$ cat config.mk
export PLATFORM = sky130hd
export DESIGN_NAME = mem_arbiter
export DESIGN_NICKNAME = d
export VERILOG_FILES = /design/src/rtl/mem_arbiter.sv
export SDC_FILE = /design/constraint.sdc
export NUM_CORES = 1
export LEC_CHECK = 0
export ABC_AREA = 1
export BUFFER_PORTS_ARGS = -buffer_cell sky130_fd_sc_hd__clkbuf_2
export CORE_UTILIZATION = 35
export DETAILED_ROUTE_END_ITERATION = 7
export HOLD_SLACK_MARGIN = 0.15
export PLACE_DENSITY_LB_ADDON = 0.2
export SLEW_MARGIN = 20
export SYNTH_ARGS = -nofsm -noshare
export SYNTH_HDL_FRONTEND = slang
export SYNTH_SLANG_ARGS = --single-unit
$ cat constraint.sdc
create_clock -name clk -period 1.85 [get_ports clk]
set_clock_uncertainty 0.1 [all_clocks]
set_input_delay 0.0925 -clock clk [delete_from_list [all_inputs] [get_ports clk]]
set_output_delay 0.0925 -clock clk [all_outputs]
set_load 0.01 [all_outputs]
$ cat src/rtl/mem_arbiter.sv
// mem_arbiter: serialises instruction fetch (IF) and data load/store (DM) onto one memory port.
// Define MEM_ARB_RR_EN for round-robin on collisions; otherwise DM has fixed priority over IF.
module mem_arbiter #(
    parameter int AW       = 16,
    parameter int DW       = 32,
    parameter int WAIT_CYC = 1
) (
    input  logic          clk,
    input  logic          rst_f,
    input  logic          if_req,
    input  logic [AW-1:0] if_addr,
    output logic          if_ack,
    output logic [DW-1:0] if_rdata,
    input  logic          dm_req,
    input  logic          dm_we,
    input  logic [AW-1:0] dm_addr,
    input  logic [DW-1:0] dm_wdata,
    output logic          dm_ack,
    output logic [DW-1:0] dm_rdata,
    output logic          mem_en,
    output logic          mem_we,
    output logic [AW-1:0] mem_addr,
    output logic [DW-1:0] mem_wdata,
    input  logic [DW-1:0] mem_rdata,
    output logic          busy
);

    typedef enum logic [1:0] {IDLE, ACCESS, RESP} state_t;
    typedef enum logic {OWNER_IF, OWNER_DM} owner_t;

`ifdef MEM_ARB_RR_EN
    localparam logic RR_EN = 1'b1;
`else
    localparam logic RR_EN = 1'b0;
`endif

    state_t        r_state, w_nextState;
    owner_t        r_owner, r_lastGrant;
    logic [3:0]    r_cnt;

    logic          r_ifAck, r_dmAck, r_memEn, r_memWe, r_busy;
    logic [DW-1:0] r_ifRdata, r_dmRdata, r_memWdata;
    logic [AW-1:0] r_memAddr;

    logic          w_anyReq, w_grantDm, w_cntZero;
    logic          w_memEnNext, w_memWeNext, w_ifAckNext, w_dmAckNext, w_busyNext;
    logic [AW-1:0] w_memAddrNext;
    logic [DW-1:0] w_memWdataNext;

    assign w_anyReq  = if_req | dm_req;
    assign w_cntZero = (r_cnt == 4'd0);
    // On a collision round-robin picks the port that was not granted last; RR_EN=0 folds this to DM-first.
    assign w_grantDm = dm_req & (~if_req | ~RR_EN | (r_lastGrant == OWNER_IF));

    always_ff @(posedge clk or negedge rst_f) begin
        if (!rst_f) begin
            r_state     <= IDLE;
            r_cnt       <= 4'd0;
            r_owner     <= OWNER_IF;
            r_lastGrant <= OWNER_IF;
        end else begin
            r_state <= w_nextState;
            case (r_state)
                IDLE: begin
                    if (w_anyReq) begin
                        r_owner <= w_grantDm ? OWNER_DM : OWNER_IF;
                        r_cnt   <= 4'(WAIT_CYC - 1);
                    end
                end
                ACCESS: begin
                    if (!w_cntZero) r_cnt <= r_cnt - 4'd1;
                end
                RESP: r_lastGrant <= r_owner;
                default: ;
            endcase
        end
    end

    always_comb begin
        w_nextState = r_state;
        case (r_state)
            IDLE:    if (w_anyReq) w_nextState = ACCESS;
            ACCESS:  if (w_cntZero) w_nextState = RESP;
            RESP:    w_nextState = IDLE;
            default: w_nextState = IDLE;
        endcase
    end

    // Next values of the registered outputs; the mem_* registers double as the latched request.
    always_comb begin
        w_memEnNext    = (w_nextState == ACCESS);
        w_memWeNext    = 1'b0;
        w_memAddrNext  = '0;
        w_memWdataNext = '0;
        if (w_nextState == ACCESS) begin
            if (r_state == IDLE) begin
                w_memWeNext    = w_grantDm & dm_we;
                w_memAddrNext  = w_grantDm ? dm_addr : if_addr;
                w_memWdataNext = w_grantDm ? dm_wdata : '0;
            end else begin
                w_memWeNext    = r_memWe;
                w_memAddrNext  = r_memAddr;
                w_memWdataNext = r_memWdata;
            end
        end
        w_ifAckNext = (r_state == ACCESS) && w_cntZero && (r_owner == OWNER_IF);
        w_dmAckNext = (r_state == ACCESS) && w_cntZero && (r_owner == OWNER_DM);
        w_busyNext  = (w_nextState != IDLE);
    end

    always_ff @(posedge clk or negedge rst_f) begin
        if (!rst_f) begin
            r_memEn    <= 1'b0;
            r_memWe    <= 1'b0;
            r_memAddr  <= '0;
            r_memWdata <= '0;
            r_ifAck    <= 1'b0;
            r_dmAck    <= 1'b0;
            r_busy     <= 1'b0;
            r_ifRdata  <= '0;
            r_dmRdata  <= '0;
        end else begin
            r_memEn    <= w_memEnNext;
            r_memWe    <= w_memWeNext;
            r_memAddr  <= w_memAddrNext;
            r_memWdata <= w_memWdataNext;
            r_ifAck    <= w_ifAckNext;
            r_dmAck    <= w_dmAckNext;
            r_busy     <= w_busyNext;
            if ((r_state == ACCESS) && w_cntZero && !r_memWe) begin
                if (r_owner == OWNER_IF) r_ifRdata <= mem_rdata;
                else                     r_dmRdata <= mem_rdata;
            end
        end
    end

    assign if_ack    = r_ifAck;
    assign if_rdata  = r_ifRdata;
    assign dm_ack    = r_dmAck;
    assign dm_rdata  = r_dmRdata;
    assign mem_en    = r_memEn;
    assign mem_we    = r_memWe;
    assign mem_addr  = r_memAddr;
    assign mem_wdata = r_memWdata;
    assign busy      = r_busy;

endmodule

==> summary by stage, run 1 <==
STA
Setup violations remaining at the end of the flow were counted as 0. The headroom to the max-slew limit is 61.3%. After layout, the worst path uses 95.4% of the clock period. The final count of pins violating max slew came to 0. Setup repair after global routing left no endpoint under its margin. The least setup slack across all paths after layout is 0.0849 ns. The highest achievable clock rate is 567 MHz.

The pin slew with the least headroom to its limit is 0.575 ns. The final hold violation count is 0. The minimum period implied by the final worst setup slack is 1.77 ns. Summed over all failing endpoints, the final setup total negative slack is 0 ns.

Synthesis
The combinational family with the most area after synthesis is simple AND/OR/NAND/NOR gates. The per-instance average area after synthesis is 8.84 µm². In this run, synthesis produced a sequential element count of 124. In this run, synthesis inferred 0 flip-flops with an integrated enable. The synthesized netlist devotes 2.08% of its cell area to compound gates. The proportion of synthesized flip-flops having asynchronous set or reset is 100%. In the synthesized netlist, mux cells make up 0% of the area.

The post-synthesis adder-cell area fraction is 0.468%. Ranked by total cell area, the synthesized netlist is headed by sky130_fd_sc_hd__dfrtp_1 58%, sky130_fd_sc_hd__nand2_1 17%, sky130_fd_sc_hd__nand4_1 11%. The sequential fraction of the synthesis area is 58.0%. The number of unique standard cell types used by synthesis is 22. In the post-synthesis netlist, the cell with the most instances is sky130_fd_sc_hd__nand2_1.

The library cell with the largest summed area after synthesis is sky130_fd_sc_hd__dfrtp_1. The yosys synthesis warning count is 0. Among all flip-flop cells after synthesis, the most frequent one is sky130_fd_sc_hd__dfrtp_1. The post-synthesis net count is 708.

After synthesis, the most frequently instantiated cells are 247 x sky130_fd_sc_hd__nand2_1, 124 x sky130_fd_sc_hd__dfrtp_1, 98 x sky130_fd_sc_hd__nand4_1, 22 x sky130_fd_sc_hd__inv_1. Of the total synthesized cell area, the portion taken by XOR and XNOR cells is 0.164%. The share of the synthesized area in the top cell type is 58.0%. The gate count of the mapped netlist is 605. The post-synthesis share of cell area spent on and, or, nand and nor gates is 32.4%. The area of the mapped netlist is 0.00535 mm².

Setup path
The delay of the slowest cell on the worst path is 0.59 ns. The arrival time reported for the critical path endpoint is 2.02 ns. The reg-to-reg setup timing slack is 0.15 ns. Among all stages on the critical path, the largest delay is contributed by sky130_fd_sc_hd__dlygate4sd3_1. The required time of the critical path is 2.10 ns.

The signal on the critical path passes through dlygate4sd3_1, clkbuf_2, buf_6, nand2_1, o21ai_0, dlygate4sd3_1, nand3_1, nand2_1. The launch point of the critical path is dm_req. Among cell families on the critical path, the largest total delay comes from buffers and inverters.

The category of the worst setup path launch point is an input pin. The number of cell instances on the worst register-to-register path is 8. The nature of the critical path endpoint is a register. In this run the worst path has a maximum fanout of 34. Together, buffers and inverters on the worst path number 4. The critical path in this run is classified as in2reg. Counting buffers and inverters, the worst setup path is 8 cells deep.

The startpoint identified for the worst register-to-register timing path is r_cnt[0].

Power
The total power density per cell area is 1640 mW/mm². The maximum ir drop on the vdd rail is 0.669 mV. The static leakage is 4.56 nW.

CTS
Counting along the longest clock path gives a buffer depth of 2. The clock reaches the later pin of the worst-skew pair after 0.41 ns. The clock tree root driver cell is sky130_fd_sc_hd__clkbuf_16. Buffers inserted during clock tree synthesis total 17. The number of H-tree branching levels is 4.

Clock tree synthesis found a total of 124 sinks. Clock-pin slew was measured on the worst setup and hold paths at 0.06 ns. The CTS tree is built.

Drt
Summed over all layers, the routed wires come to 17.0 mm. The routed layout has 5512 vias. The number of remaining DRC errors is 16. In the final routed layout, each cell accounts on average for 15.3 µm.

The first detailed-routing pass ran for 8 iterations. The post-detailed-route count of antenna-violating nets is 0. In the routed layout, each cell is associated on average with a via count of 4.97. The initial detailed-routing violation count is 386.

Global routing
The initial antenna violation count was 0. The overall track demand over capacity in global routing is 22.4%. The via count of the first global-routing pass is 5659. The final global-route overflow total is 0. The global-route wire length before repair is 27.8 mm.

Entering global routing, the biggest net connects 53 pins.

Worst hold path
The path class of the tightest hold or removal check is in2reg. The cell count of the worst hold path is 4. The worst min-delay path startpoint is dm_wdata[13].

Floorplanning
For this configuration, the core starts out at a cell density of 36.4%. The area enclosed by the die boundary is 0.0158 mm². The number of cell rows is 44. The die height is 126 µm. In this run the standard cell core region covers 0.0147 mm².

The floorplan die width is 126 µm. For this design the top-level I/O count stands at 218.

Place
The setup slack at placement is 0.111 ns. The number of buffer cells added on primary ports is 217. The detailed placer's ending HPWL is 10.4 mm. The final weighted congestion in routability-driven placement is 0.754.

Layout
After filler insertion, the fill cell instance count of the layout stands at 1333. Relative to the synthesized area, the layout overhead comes to 53.9%. The repair_antennas step left the layout with diodes totalling 0. The multi-input combinational cell area is 0.00189 mm². In the final layout, the share of cells above drive strength 1 is 29.9%.

The post-layout net count is 1017. The combined flip-flop and latch cell area is 0.00310 mm².

Flow run
Max-cap violations in this run came to 0.

Outcome
The run finished, with violations left. The final reports fail on design-rule violations.
==> worst paths after layout <==
kind	end
max	mem_addr[7]
min	mem_wdata[13]
max reg2reg	if_rdata[31]
min reg2reg	dm_rdata[2]
max in group asynchronous	busy
min in group asynchronous	dm_rdata[17]
==> cell usage in the layout (no fill, tap or decap), types with 9 or more instances in the layout <==
cell type	count
sky130_fd_sc_hd__o21ai_0	20
sky130_fd_sc_hd__nand2_1	246
sky130_fd_sc_hd__dfrtp_1	124
sky130_fd_sc_hd__inv_1	21
sky130_fd_sc_hd__nor2_1	9
sky130_fd_sc_hd__dlygate4sd3_1	101
sky130_fd_sc_hd__buf_4	16
sky130_fd_sc_hd__clkbuf_2	216
sky130_fd_sc_hd__nand3_1	19
sky130_fd_sc_hd__clkbuf_16	17
sky130_fd_sc_hd__nand4_1	98
==> cell type report <==
cell class / instances / share of cell area, %
clock buffers: 23 / 5.68
inverters: 26 / 1.19
flip-flops and latches: 124 / 37.7
clock inverters: 7 / 1.40
multi-input cells: 405 / 23.0
repair buffers: 340 / 28.3
well taps: 184 / 2.80
==> cells by family (layout without fill, tap and decap cells) <==
| kind of cell | Yosys count | count (layout) |
|---|---|---|
| simple gates | 380 | 380 |
| flops | 124 | 124 |
| buf+inv | 76 | 396 |
| compound gates | 22 | 22 |
| fa+ha+maj | 2 | 2 |
| xor+xnor | 1 | 1 |
==> per-stage QoR <==
step / power, mW / std cells / hold WS [ns] / util, % / instance area (µm²)
floorplan: 7.82 / 605 / -0.303 / - / 5350
global placement: 9.86 / 978 / -0.0196 / 45.0 / 6620
detailed placement: 9.99 / 978 / -0.0158 / 45.0 / 6620
CTS: 13.6 / 1109 / 0.333 / 55.9 / 8220
global route: 14.4 / 1109 / 0.360 / 56.0 / 8230
finish: 13.5 / 1109 / 0.366 / 56.0 / 8230
==> power breakdown <==
group | leakage [nW] | internal [mW] | total (mW) | switching (mW)
clock network | 0.279 | 2.17 | 3.32 | 1.15
logic | 2.69 | 2.04 | 5.63 | 3.59
registers | 1.59 | 3.88 | 4.54 | 0.667
total | 4.56 | 8.08 | 13.5 | 5.41
==> per-layer routing <==
| metal | global-route usage, % | vias up | wire [µm] |
|---|---|---|---|
| li1 | - | 2625 | - |
| met4 | 9.61 | 0 | 327 |
| met2 | 35.7 | 233 | 8060 |
| met3 | 6.37 | 27 | 1310 |
| met1 | 28.5 | 2627 | 7280 |
| met5 | 0 | - | 0 |
==> timing repair <==
action / in CTS / in global routing
hold endpoints to repair: 242 / 0
hold buffers: 101 / 0
endpoints found under the setup margin: 0 / 68
buffers inserted: 0 / 0
resized for setup: 0 / 4
==> registers in the layout, summed over array words and instances (netlist names), 2 cells and up <==
name	count
dm_rdata	32
if_rdata	32
mem_addr	16
mem_wdata	32
r_cnt	4
r_state	2
==> worst reg2reg max path: stages, from the launching register on <==
cell	delay (ns)
sky130_fd_sc_hd__dfrtp_1	0.38
sky130_fd_sc_hd__inv_1	0.14
sky130_fd_sc_hd__ha_1	0.20
sky130_fd_sc_hd__nand2_2	0.13
sky130_fd_sc_hd__nor2_8	0.16
sky130_fd_sc_hd__nand3_2	0.06
sky130_fd_sc_hd__buf_4	0.25
sky130_fd_sc_hd__nand2_1	0.11
sky130_fd_sc_hd__nand2_1	0.06
Note: power is estimated with default switching activity, not from simulation.
==> run 2: changes to the inputs <==
Settings changed: ABC_AREA 1 to not set, MAX_ROUTING_LAYER set to met4.
==> run 2 against run 1 <==
The flow now finishes without violations. Die area is 11% lower. Clock power is 5% higher. Worst setup slack worse by 0.049 ns. Global-route usage is 3.3 points lower. Count of clock-buffer cells in the layout is 2 lower. Cell count is 24% lower. Sequential power is 5.1% lower. Utilization is 4.1 points higher. Combinational power is 30% lower. Sequential share of layout area is 1.3 points higher.
==> summary by stage, run 2 <==
Outcome
The run finished with clean final reports.

Setup path
The worst setup path is captured at a register. The sum of buffers and inverters on the critical path is 3. The cell family contributing the most delay on the critical path is buffers and inverters.

The delay of the slowest cell on the worst path is 0.40 ns. Traced cell by cell, the critical path runs through inv_2, ha_4, nor4b_4, nand4b_1, buf_6, buf_12, mux2_2. STA puts the critical path data arrival time at 1.99 ns. The category of the critical setup timing path is reg2reg. STA classifies the critical path startpoint as a register.

The library cell contributing the largest single delay on the critical path is sky130_fd_sc_hd__dfrtp_1. STA puts the critical path data required time at 2.03 ns. The maximum fanout along the worst path is 8.

Synthesis
The area of the mapped netlist is 0.00475 mm². Among all flip-flop cells after synthesis, the most frequent one is sky130_fd_sc_hd__dfrtp_1. The proportion of synthesized flip-flops having asynchronous set or reset is 100%. The share of the synthesized area in the top cell type is 65.4%. For this run, the register share of the synthesized area comes to 65.4%. By area the synthesized netlist is led by sky130_fd_sc_hd__dfrtp_1 65%, sky130_fd_sc_hd__mux2_2 15%, sky130_fd_sc_hd__a22o_1 6.1%. The number of unique standard cell types used by synthesis is 28. Yosys instantiated no cell more often than sky130_fd_sc_hd__dfrtp_1. In this run, synthesis inferred 0 flip-flops with an integrated enable. A synthesized cell averages 15.3 µm². Sorting the synthesized cells by how often they occur yields 124 x sky130_fd_sc_hd__dfrtp_1, 64 x sky130_fd_sc_hd__mux2_2, 33 x sky130_fd_sc_hd__a22o_1, 18 x sky130_fd_sc_hd__mux2i_1, 16 x sky130_fd_sc_hd__o2bb2ai_1. The cell count after synthesis came out at 310. The number of nets handed over by synthesis was 413. The synthesized flop and latch total is 124.

The library cell with the largest summed area after synthesis is sky130_fd_sc_hd__dfrtp_1. For this run, the number of Yosys warnings is 0.

Drt
Using the TritonRoute via totals, the vias-per-cell ratio works out to 4.61. The initial detailed-routing violation count is 143. In the final routed layout, each cell accounts on average for 14.4 µm. The post-detailed-route count of antenna-violating nets is 0. The first detailed-routing pass took 6 iterations. The number of vias after detailed routing is 3879.

The routed wire length is 12.1 mm. In the routed design, unresolved DRC markers number 0.

Place
The detailed placer's ending HPWL is 7.81 mm. The number of buffer cells added on primary ports is 217. Prior to clock tree synthesis, the placed netlist has a worst setup slack of -0.0535 ns. The congestion estimate from routability-driven global placement came to 0.744.

Floorplanning
The die is 118 µm tall. Once the floorplan was initialized, standard cells occupied 35.8% of the core. The die covers 0.0140 mm². The count of pins on the block boundary is 218. After floorplanning, the core was divided into 42 placement rows. The die is 118 µm wide. The core footprint is 0.0132 mm².

Power
Summed over all cells, the static leakage comes to 3.96 nW. Across the VDD grid, the largest voltage drop is 0.705 mV. The total power density per cell area is 1470 mW/mm².

STA
The final count of pins violating max slew is 0. In the final timing run, aggregate negative setup slack is 0 ns. The final hold violation count came to 0.

The highest achievable clock rate is 551 MHz. Setup repair after global routing could not meet its margin everywhere. The minimum period implied by the final worst setup slack is 1.81 ns. The pin slew with the least headroom to its limit is 0.467 ns. Setup violations remaining at the end of the flow were counted as 0. The headroom to the max-slew limit is 68.9%.

The final period utilization is 98.0%. The least setup slack across all paths after layout is 0.0363 ns.

CTS
The number of H-tree branching levels is 4. The clock net in this run drives a total of 124 sinks. The clock input transition at the sequential cells of the worst setup and hold paths is 0.06 ns.

The maximum count of clock buffers along a single path is 2. The TritonCTS buffer count is 17. Clock latency on the worst-skew pair, taken at its later pin, is 0.40 ns. The CTS tree is built. The root buffer cell chosen for the clock tree is sky130_fd_sc_hd__clkbuf_16.

Layout
The filler cells instantiated in the layout total 1094. From synthesis to final layout, the design area changed by 67.8%. The number of antenna diodes in the final layout is 0. The fraction of final layout cells sized beyond drive strength 1 is 52.1%.

After the last flow step, the layout net total stands at 756. In the layout the commonest cells are 216 x sky130_fd_sc_hd__clkbuf_2, 124 x sky130_fd_sc_hd__dfrtp_1, 101 x sky130_fd_sc_hd__dlygate4sd3_1, 64 x sky130_fd_sc_hd__mux2_2, 33 x sky130_fd_sc_hd__a22o_1. The library cell used most frequently in the layout, excluding fill and tap cells, is sky130_fd_sc_hd__clkbuf_2.

Global routing
The first global-routing pass estimated 20.3 mm of wire. Summed over all layers, the global routing overflow is 0. The overall track demand over capacity in global routing is 19.1%.

The initial antenna violation count is 0. Entering global routing, the biggest net connects 59 pins. The via count of the first global-routing pass is 4108.

Flow run
Max-cap violations in this run came to 0.

Worst hold path
The type of the most critical hold path is in2reg.
[run 2: cell count changes in the layout (fill, tap and decap cells not counted), moves of 3 or more]
| cell | previous run | this run |
|---|---|---|
| sky130_fd_sc_hd__nor2_1 | 9 | 4 |
| sky130_fd_sc_hd__o2bb2ai_1 | 0 | 16 |
| sky130_fd_sc_hd__mux2_2 | 0 | 64 |
| sky130_fd_sc_hd__o21ai_0 | 20 | 3 |
| sky130_fd_sc_hd__nand3_1 | 19 | 0 |
| sky130_fd_sc_hd__buf_12 | 4 | 7 |
| sky130_fd_sc_hd__nor3_1 | 0 | 4 |
| sky130_fd_sc_hd__nand4_1 | 98 | 0 |
| sky130_fd_sc_hd__clkbuf_1 | 4 | 1 |
| sky130_fd_sc_hd__mux2i_1 | 0 | 18 |
| sky130_fd_sc_hd__inv_1 | 21 | 1 |
| sky130_fd_sc_hd__nand2_1 | 246 | 1 |
| sky130_fd_sc_hd__a22o_1 | 0 | 33 |
[run 2: layout make-up]
| type | count | area (µm²) | share of cell area, % |
|---|---|---|---|
| Multi-Input combinational cell | 164 | 1590 | 20.0 |
| Tap cell | 176 | 220 | 2.77 |
| Clock buffer | 21 | 470 | 5.91 |
| Inverter | 3 | 11.3 | 0.141 |
| Sequential cell | 124 | 3100 | 39.0 |
| Timing Repair Buffer | 343 | 2400 | 30.2 |
| Clock inverter | 11 | 165 | 2.07 |
[run 2: power breakdown]
part	switching, mW	leakage (nW)	total, mW	internal, mW
Sequential	0.564	1.54	4.31	3.74
Combinational	1.82	2.12	3.92	2.10
Clock	1.15	0.301	3.50	2.35
[run 2: per-stage QoR]
step / hold slack, ns / power (mW) / utilization, % / cells / area [µm²]
after floorplan: -0.303 / 6.31 / - / 310 / 4750
after global placement: -0.0215 / 7.89 / 46.6 / 698 / 6180
after detailed placement: -0.0241 / 7.99 / 46.6 / 698 / 6180
after CTS: 0.313 / 11.9 / 60.1 / 843 / 7960
after global routing: 0.333 / 12.4 / 60.1 / 842 / 7960
final: 0.336 / 11.7 / 60.1 / 842 / 7960
[run 2: cell families (layout without fill, tap and decap cells)]
group                    after synthesis  in the layout  synth area share, %
multiplexers                          82             82                 19.0
buffers and inverters                 22            378                 1.98
AO/OA/AOI/OAI                         58             58                 10.2
flip-flops                           124            124                 65.4
AND/OR/NAND/NOR                       22             22                 2.90
adder cells (fa/ha/maj)                2              2                0.527
[run 2: worst reg2reg max path, cell delays in order (launching register included)]
cell and delay, ns:
sky130_fd_sc_hd__dfrtp_1 0.40, sky130_fd_sc_hd__inv_2 0.09, sky130_fd_sc_hd__ha_4 0.13, sky130_fd_sc_hd__nor4b_4 0.20, sky130_fd_sc_hd__nand4b_1 0.18, sky130_fd_sc_hd__buf_6 0.18, sky130_fd_sc_hd__buf_12 0.14, sky130_fd_sc_hd__mux2_2 0.27
[run 2: per-layer routing]
| metal | vias to the layer above | global-route usage, % | wire [µm] |
|---|---|---|---|
| li1 | 1835 | - | - |
| met1 | 1883 | 22.2 | 5090 |
| met2 | 136 | 31.4 | 6160 |
| met3 | 25 | 4.20 | 536 |
| met4 | 0 | 9.26 | 323 |
| met5 | - | - | 0 |
[run 2: worst paths after layout]
path                              from      endpoint  slack [ns]  cells past startpoint
min in group asynchronous        rst_f  if_rdata[14]        0.62                      3
max                           r_cnt[0]  dm_rdata[22]        0.04                      7
max in group asynchronous        rst_f  if_rdata[29]        0.37                      4
min reg2reg                mem_addr[5]   mem_addr[5]        0.39                      1
max reg2reg                   r_cnt[0]  dm_rdata[22]        0.04                      7
min                        dm_wdata[8]  mem_wdata[8]        0.34                      3
[run 2: timing repair]
action | in CTS | in global routing
endpoints found under the setup margin | 32 | 100
gates cloned | 2 | 0
hold endpoints to repair | 245 | 0
pin swaps | 2 | 2
resized for setup | 4 | 7
buffers inserted | 10 | 1
hold buffers | 101 | 0
